==> src/rtl/aud_sram_arbiter.sv <==
// Single-port SRAM controller shared by the recorder (writes) and the player (reads).
// Fixed-length read/write pin sequencing, read priority with a write starvation limit, recording end tracking.
module aud_sram_arbiter #(
  parameter int ADDR_W   = 20,
  parameter int DATA_W   = 16,
  parameter int RD_CYC   = 2,
  parameter int WR_CYC   = 2,
  parameter int MAX_WAIT = 4
) (
  input  logic              i_clk,
  input  logic              i_rst,
  input  logic              i_rd_req,
  input  logic [ADDR_W-1:0] i_rd_addr,
  output logic              o_rd_gnt,
  output logic              o_rd_valid,
  output logic [DATA_W-1:0] o_rd_data,
  input  logic              i_wr_req,
  input  logic [ADDR_W-1:0] i_wr_addr,
  input  logic [DATA_W-1:0] i_wr_data,
  output logic              o_wr_gnt,
  output logic              o_wr_done,
  input  logic              i_clr_end,
  output logic [ADDR_W-1:0] o_rec_end_addr,
  output logic              o_busy,
  output logic [ADDR_W-1:0] o_sram_addr,
  output logic [DATA_W-1:0] o_sram_dq,
  output logic              o_sram_dq_oe,
  input  logic [DATA_W-1:0] i_sram_dq,
  output logic              o_sram_ce_n,
  output logic              o_sram_oe_n,
  output logic              o_sram_we_n,
  output logic              o_sram_lb_n,
  output logic              o_sram_ub_n
);

  localparam int MAX_CYC = (RD_CYC > WR_CYC) ? RD_CYC : WR_CYC;
  localparam int CYC_W   = $clog2(MAX_CYC);
  localparam int WAIT_W  = (MAX_WAIT > 0) ? $clog2(MAX_WAIT + 1) : 1;

  localparam logic [CYC_W-1:0]  RD_LAST  = CYC_W'(RD_CYC - 1);
  localparam logic [CYC_W-1:0]  WR_LAST  = CYC_W'(WR_CYC - 1);
  localparam logic [CYC_W-1:0]  WE_OFF   = CYC_W'(WR_CYC - 2);
  localparam logic [WAIT_W-1:0] WAIT_LIM = WAIT_W'(MAX_WAIT);

  typedef enum logic [1:0] {S_IDLE, S_RD, S_WR} state_t;

  state_t            state;
  logic [CYC_W-1:0]  cyc_cnt;
  logic [WAIT_W-1:0] wait_cnt;
  logic              wr_wins;
  logic              rd_wins;

  // Arbitration outcome, only acted on in S_IDLE.
  // NOTE: every combinational output gets a default first so no latch is inferred.
  always_comb begin
    wr_wins = 1'b0;
    rd_wins = 1'b0;
    if (i_wr_req && (!i_rd_req || wait_cnt >= WAIT_LIM)) wr_wins = 1'b1;
    else if (i_rd_req)                                   rd_wins = 1'b1;
  end

  // NOTE: sequential state uses non-blocking assignments; the last assignment in the block wins,
  // which is how a clear of the end address overrides a same-edge write-completion update.
  always_ff @(posedge i_clk or posedge i_rst) begin
    if (i_rst) begin
      state          <= S_IDLE;
      cyc_cnt        <= '0;
      wait_cnt       <= '0;
      o_rd_gnt       <= 1'b0;
      o_rd_valid     <= 1'b0;
      o_rd_data      <= '0;
      o_wr_gnt       <= 1'b0;
      o_wr_done      <= 1'b0;
      o_rec_end_addr <= '0;
      o_busy         <= 1'b0;
      o_sram_addr    <= '0;
      o_sram_dq      <= '0;
      o_sram_dq_oe   <= 1'b0;
      o_sram_ce_n    <= 1'b1;
      o_sram_oe_n    <= 1'b1;
      o_sram_we_n    <= 1'b1;
      o_sram_lb_n    <= 1'b1;
      o_sram_ub_n    <= 1'b1;
    end else begin
      o_rd_gnt   <= 1'b0;
      o_rd_valid <= 1'b0;
      o_wr_gnt   <= 1'b0;
      o_wr_done  <= 1'b0;

      // Counts arbitrations a pending write lost to a read; saturates at the limit.
      if (!i_wr_req || (state == S_IDLE && wr_wins))
        wait_cnt <= '0;
      else if (state == S_IDLE && rd_wins && wait_cnt != WAIT_LIM)
        wait_cnt <= wait_cnt + 1'b1;

      case (state)
        S_IDLE: begin
          cyc_cnt <= '0;
          if (wr_wins) begin
            state        <= S_WR;
            o_wr_gnt     <= 1'b1;
            o_busy       <= 1'b1;
            o_sram_addr  <= i_wr_addr;
            o_sram_dq    <= i_wr_data;
            o_sram_dq_oe <= 1'b1;
            o_sram_ce_n  <= 1'b0;
            o_sram_oe_n  <= 1'b1;
            o_sram_we_n  <= 1'b0;
            o_sram_lb_n  <= 1'b0;
            o_sram_ub_n  <= 1'b0;
          end else if (rd_wins) begin
            state        <= S_RD;
            o_rd_gnt     <= 1'b1;
            o_busy       <= 1'b1;
            o_sram_addr  <= i_rd_addr;
            o_sram_dq_oe <= 1'b0;
            o_sram_ce_n  <= 1'b0;
            o_sram_oe_n  <= 1'b0;
            o_sram_we_n  <= 1'b1;
            o_sram_lb_n  <= 1'b0;
            o_sram_ub_n  <= 1'b0;
          end
        end

        S_RD: begin
          if (cyc_cnt == RD_LAST) begin
            state       <= S_IDLE;
            o_rd_data   <= i_sram_dq;
            o_rd_valid  <= 1'b1;
            o_busy      <= 1'b0;
            o_sram_ce_n <= 1'b1;
            o_sram_oe_n <= 1'b1;
            o_sram_lb_n <= 1'b1;
            o_sram_ub_n <= 1'b1;
          end else begin
            cyc_cnt <= cyc_cnt + 1'b1;
          end
        end

        S_WR: begin
          if (cyc_cnt == WR_LAST) begin
            state        <= S_IDLE;
            o_wr_done    <= 1'b1;
            o_busy       <= 1'b0;
            o_sram_dq_oe <= 1'b0;
            o_sram_ce_n  <= 1'b1;
            o_sram_lb_n  <= 1'b1;
            o_sram_ub_n  <= 1'b1;
            if (o_sram_addr > o_rec_end_addr) o_rec_end_addr <= o_sram_addr;
          end else begin
            cyc_cnt <= cyc_cnt + 1'b1;
            // WE_N rises one cycle early so data is held past the write strobe.
            if (cyc_cnt == WE_OFF) o_sram_we_n <= 1'b1;
          end
        end

        default: state <= S_IDLE;
      endcase

      if (i_clr_end) o_rec_end_addr <= '0;
    end
  end

endmodule
==> config.mk <==
export PLATFORM = sky130hd
export DESIGN_NAME = aud_sram_arbiter
export DESIGN_NICKNAME = d
export VERILOG_FILES = /design/src/rtl/aud_sram_arbiter.sv
export SDC_FILE = /design/constraint.sdc
export NUM_CORES = 1
export LEC_CHECK = 0
export BUFFER_PORTS_ARGS = -buffer_cell sky130_fd_sc_hd__clkbuf_2
export CORE_ASPECT_RATIO = 0.8
export CORE_MARGIN = 3
export CORE_UTILIZATION = 40
export CTS_CLUSTER_DIAMETER = 100
export DETAILED_ROUTE_END_ITERATION = 12
export PLACE_DENSITY = 0.68
export SYNTH_ARGS = -nofsm -noshare
export SYNTH_HDL_FRONTEND = slang
export SYNTH_SLANG_ARGS = --single-unit
==> constraint.sdc <==
create_clock -name i_clk -period 2.9 [get_ports i_clk]
set_clock_uncertainty 0.2 [all_clocks]
set_input_delay 0.29 -clock i_clk [delete_from_list [all_inputs] [get_ports i_clk]]
set_output_delay 0.29 -clock i_clk [all_outputs]
set_load 0.02 [all_outputs]
Yosys cells after proc, flatten, opt, wreduce, memory -nomap -nowiden

Cells that the tools add are included.

Memories: 0
Memory bits (writable): 0
Bits in latches: 0
Bits in registers: 87
Bits of input ports: 77
ROM bits: 0

Muxes and demuxes: 39
Reductions and logical operators: 27
Shift operators: 0
Magnitude comparators: 2
Divide/modulo/power cells: 0
Add/sub/neg operators: 2
Equality and inequality tests: 8
Multipliers: 0
Bitwise logic cells: 0

Operators with widths:

| kind                  | number |
|---|---|
| $mux W20              | 6 |
| $mux W1               | 21 |
| $gt A20 B20 Y1        | 1 |
| $reduce_bool A2 Y1    | 8 |
| $reduce_and A3 Y1     | 5 |
| $pmux W1 S2           | 6 |
| $reduce_and A2 Y1     | 4 |
| $mux W2               | 3 |
| $mux W3               | 2 |
| $ne A2 B2 Y1 const B  | 3 |
| $ne A3 B3 Y1 const B  | 2 |
| $logic_and A1 B1 Y1   | 4 |
| $pmux W2 S2           | 1 |
| $add A3 B1 Y3 const B | 1 |
| $ge A3 B3 Y1 const B  | 1 |
| $eq A2 B1 Y1 const B  | 1 |
| $eq A2 B2 Y1 const B  | 1 |
| $logic_not A1 Y1      | 2 |
| $logic_not A2 Y1      | 1 |
| $logic_or A1 B1 Y1    | 2 |
| $ne A2 B1 Y1 const B  | 1 |
| $reduce_or A2 Y1      | 1 |
| $add A1 B1 Y1 const B | 1 |

Logic depth before layout (Yosys ltp)

Word-level depth: 8
Gate-level depth with buffers: 8
Depth with buffers taken out: 7

Worst setup path before layout

No wires, ideal clock.

Path type: register to register
From: register o_rec_end_addr[17]
To: register o_rec_end_addr[0]
Cell stages (with the launch flop): 9
Period minus slack after synthesis: 2.352 ns
Library setup time: 0.131 ns
Data required time: 2.569 ns
Arrival time: 2.021 ns
Path slack: 0.548 ns
Buffers on the path: 1
Cell sequence: dfrtp_1 > inv_1 > ha_1 > a21o_1 > a21o_1 > a2111o_1 > clkbuf_1 > o2111ai_1 > nand3_1

Longest elaborated chain between the ends: 3

Ends and longest elaborated chain:

| item                         | line | source |
|---|---|---|
| from (decl)                  | 23   | `output logic [ADDR_W-1:0] o_rec_end_addr,` |
| from (signal assigned)       | 149  | `if (o_sram_addr > o_rec_end_addr) o_rec_end_addr <= o_sram_addr;` |
| $gt A20 B20 Y1               | 149  |  |
| $reduce_bool A2 Y1 (no line) | -    |  |
| $reduce_and A3 Y1 (no line)  | -    |  |

No other way between the ends.
A chain may end at the register's enable or synchronous reset.

Worst setup path after layout

From: register o_sram_addr[17]
To: register o_rec_end_addr[19]

Longest elaborated chain between the ends: 3

Ends and longest elaborated chain:

| item                         | line | source |
|---|---|---|
| from (decl)                  | 25   | `output logic [ADDR_W-1:0] o_sram_addr,` |
| from (signal assigned)       | 103  | `o_sram_addr <= i_wr_addr;` |
| from (signal assigned)       | 115  | `o_sram_addr <= i_rd_addr;` |
| $gt A20 B20 Y1               | 149  |  |
| $reduce_bool A2 Y1 (no line) | -    |  |
| $reduce_and A3 Y1 (no line)  | -    |  |

No other way between the ends.

==> impl_metrics.toml <==
[clock_network]
numCtsBuffers = 9
insertion_delay_ns = 0.34
postCtsSetupBuffers = 0
cts.sinks = 87
clk_pin_slew_ns = 0.07
cts_tree = "built"
clk_path_buf_depth = 2
cts_root_buf = "clkbuf_16"
cts_max_level = 3

[timing]
period_needed_ns = 2.76
rsz0062_at_grt = "false"
hold_viol_final = 0
setup_ws_ns = 0.142
finalSetupViolCount = 0
worst_pin_slew_ns = 1.23
hold_slack_ns = 0.0280
max_freq_ghz = 0.363
period_share_pct = 95.1
slew_headroom_pct = 18.1
fin_setup_tns_ns = 0
drv_slew = 0

[synthesis]
netlist_top_cells_area = "dfrtp_1, mux2i_1, mux2_2"
syn_avg_cell_area_um2 = 10.4
async_reset_ff_share_pct = 100
synth-main-ff-cell = "dfrtp_1"
ys_seq_area_share_pct = 44.5
synth_fp_nets = 574
synth_edf_count = 0
yosysTopAreaCell = "dfrtp_1"
ys_types = 36
yosys.cell_count.top_type = "dfrtp_1"
syn_area_mm2 = 0.00490
syn_inst = 471
yosys.area.top_type_share_pct = 42.9
ys_top_cells_by_count = "dfrtp_1, mux2i_1, mux2_2"
synth-seq-cells = 87
yosysWarnings = 0

[detailed_routing]
ant_nets = 0
vias = 4588
drc = 0
dr.pass1.iters = 5
wl_per_cell_um = 18.7
totalWireLength_mm = 15.2
initialDrtViolationCount = 352
viasPerCell = 5.64

[worst_setup_path]
r2r_end = "o_rec_end_addr[19]$_DFFE_PP0P_"
r2r_cells = 6
critPathCaptureType = "flip-flop"
critical_path_class = "reg2reg"
reg2reg_from = "o_sram_addr[17]$_DFFE_PP0P_"
critPathLaunchType = "flip-flop"
cp.arrival_ns = 2.83
required_ns = 2.97
r2r_slack_ns = 0.14
worst-path-max-fanout = 20

[floorplan]
fp.dieW_um = 130
rows = 35
ios = 160
core_area_mm2 = 0.0117
die_area_mm2 = 0.0136
start_util_pct = 41.7
die_h_um = 105

[pwr]
p_total_mw = 6.73
power_leakage_nw = 3.29
powerDensity_mw_per_mm2 = 1020
irDropWorstVdd_mv = 0.626

[finish]
area_delta_synth_final_pct = 34.7
diodes = 0
fillers = 992
nNetsFinal = 763
drive_gt1_share_pct = 36.8
multi_input_area_mm2 = 0.00246
seq_area_mm2 = 0.00218

[run_status]
outcome = "finished, final reports clean"

[placed_design]
dp_hpwl_mm = 10.2
pre_cts_ws_ns = 0.107
place.gp.congestion = 0.854
io_buffers = 159

[global_routing]
grt_use_total_pct = 22.5
grt_start_max_net_pins = 52
grt_pass1_vias = 4697
antenna_found_initial = 0
grt-ovfl-total = 0
grt_pass1_wl_mm = 24.4

[worst_hold_path]
whs_path_depth = 3
hold_end = "o_sram_addr[1]$_DFFE_PP0P_"
worstHoldStart = "i_wr_addr[1]"
hp-class = "in2reg"

[flow_run]
cap_violations = 0
[layout make-up]
cell class	instances	area share, %
Tap cell	148	2.81
Timing Repair Buffer	215	19.9
Clock inverter	7	1.52
Multi-Input combinational cell	313	37.3
Inverter	34	1.95
Sequential cell	87	33.1
Clock buffer	9	3.42
[cells by family after synthesis]
group                    after synthesis  share of synthesized area (%)
multiplexers                          76                           16.4
adder cells (fa/ha/maj)               26                           6.64
XOR/XNOR                               1                          0.179
AND/OR/NAND/NOR                      115                           11.6
buffers and inverters                 72                           6.06
AO/OA/AOI/OAI                         94                           14.6
flip-flops                            87                           44.5
[through the flow]
stage / cell area (µm²) / util, % / instances
5_1_grt: 6590 / 56.2 / 813
3_3_place_gp: 5920 / 50.5 / 763
3_5_place_dp: 5920 / 50.5 / 763
2_1_floorplan: 4900 / - / 471
4_1_cts: 6580 / 56.1 / 812
6_report: 6590 / 56.2 / 813
[critical path: stages, from the launching register on]
cell and delay [ns]:
dfrtp_1 0.45, ha_1 0.33, nand4_2 0.19, nor4_4 0.10
a21oi_2 0.97, o2111ai_1 0.29, nand3_1 0.15
[how the worst max path moves through the flow]
stage / to / from / cells after the start / slack (ns)
after floorplan: cyc_cnt$_DFFE_PP0N_ / i_rst / 1 / 0.16
after global placement: o_rec_end_addr[18]$_DFFE_PP0P_ / o_sram_addr[17]$_DFFE_PP0P_ / 6 / 0.21
after detailed placement: o_rec_end_addr[10]$_DFFE_PP0P_ / o_sram_addr[17]$_DFFE_PP0P_ / 6 / 0.11
after CTS: o_rec_end_addr[19]$_DFFE_PP0P_ / o_sram_addr[17]$_DFFE_PP0P_ / 6 / 0.08
after global routing: o_rec_end_addr[2]$_DFFE_PP0P_ / o_sram_addr[17]$_DFFE_PP0P_ / 6 / 0.08
final: o_rec_end_addr[19]$_DFFE_PP0P_ / o_sram_addr[17]$_DFFE_PP0P_ / 6 / 0.14
[cell usage in the layout, fill, tap and decap left out, types with 2 or more instances in the layout]
cell           count
a21oi_1           13
nand4_1           24
buf_4             22
ha_1              26
nor3_1             4
a22o_1             2
o2111ai_1         20
dfrtp_1           84
o2111a_1          20
a21o_1             3
clkbuf_2         159
inv_1             32
inv_8              4
nand3_1           21
dlygate4sd3_1     33
nand2_1           31
nor2_1            27
dfstp_2            3
nor2b_1            2
mux2i_1           42
mux2_2            34
clkbuf_16          9
o21ai_0           26
[report_power, final]
group          switching, mW  leakage (nW)  internal [mW]  total, mW
logic                   2.16          2.04           1.20       3.36
registers              0.385          1.09           1.70       2.09
clock network          0.577         0.160          0.702       1.28
[sequential cells by signal (all words and copies together) (netlist names), 2 cells and up]
register	count
o_rd_data	16
wait_cnt	3
o_sram_dq	16
o_rec_end_addr	20
state	2
o_sram_addr	20
[repair_timing]
item / CTS / global route
hold buffers: 33 / 0
resized for setup: 0 / 1
setup endpoints to repair: 0 / 20
hold endpoints to repair: 65 / 0
[per-layer routing]
layer | vias up | track usage, % | wire (µm)
li1 | 2117 | - | -
met1 | 2205 | 31.0 | 6670
met2 | 245 | 34.9 | 7050
met3 | 21 | 6.29 | 1300
met4 | 0 | 5.93 | 176
met5 | - | 0 | 0
No activity file was read; power rests on OpenSTA's default activity.
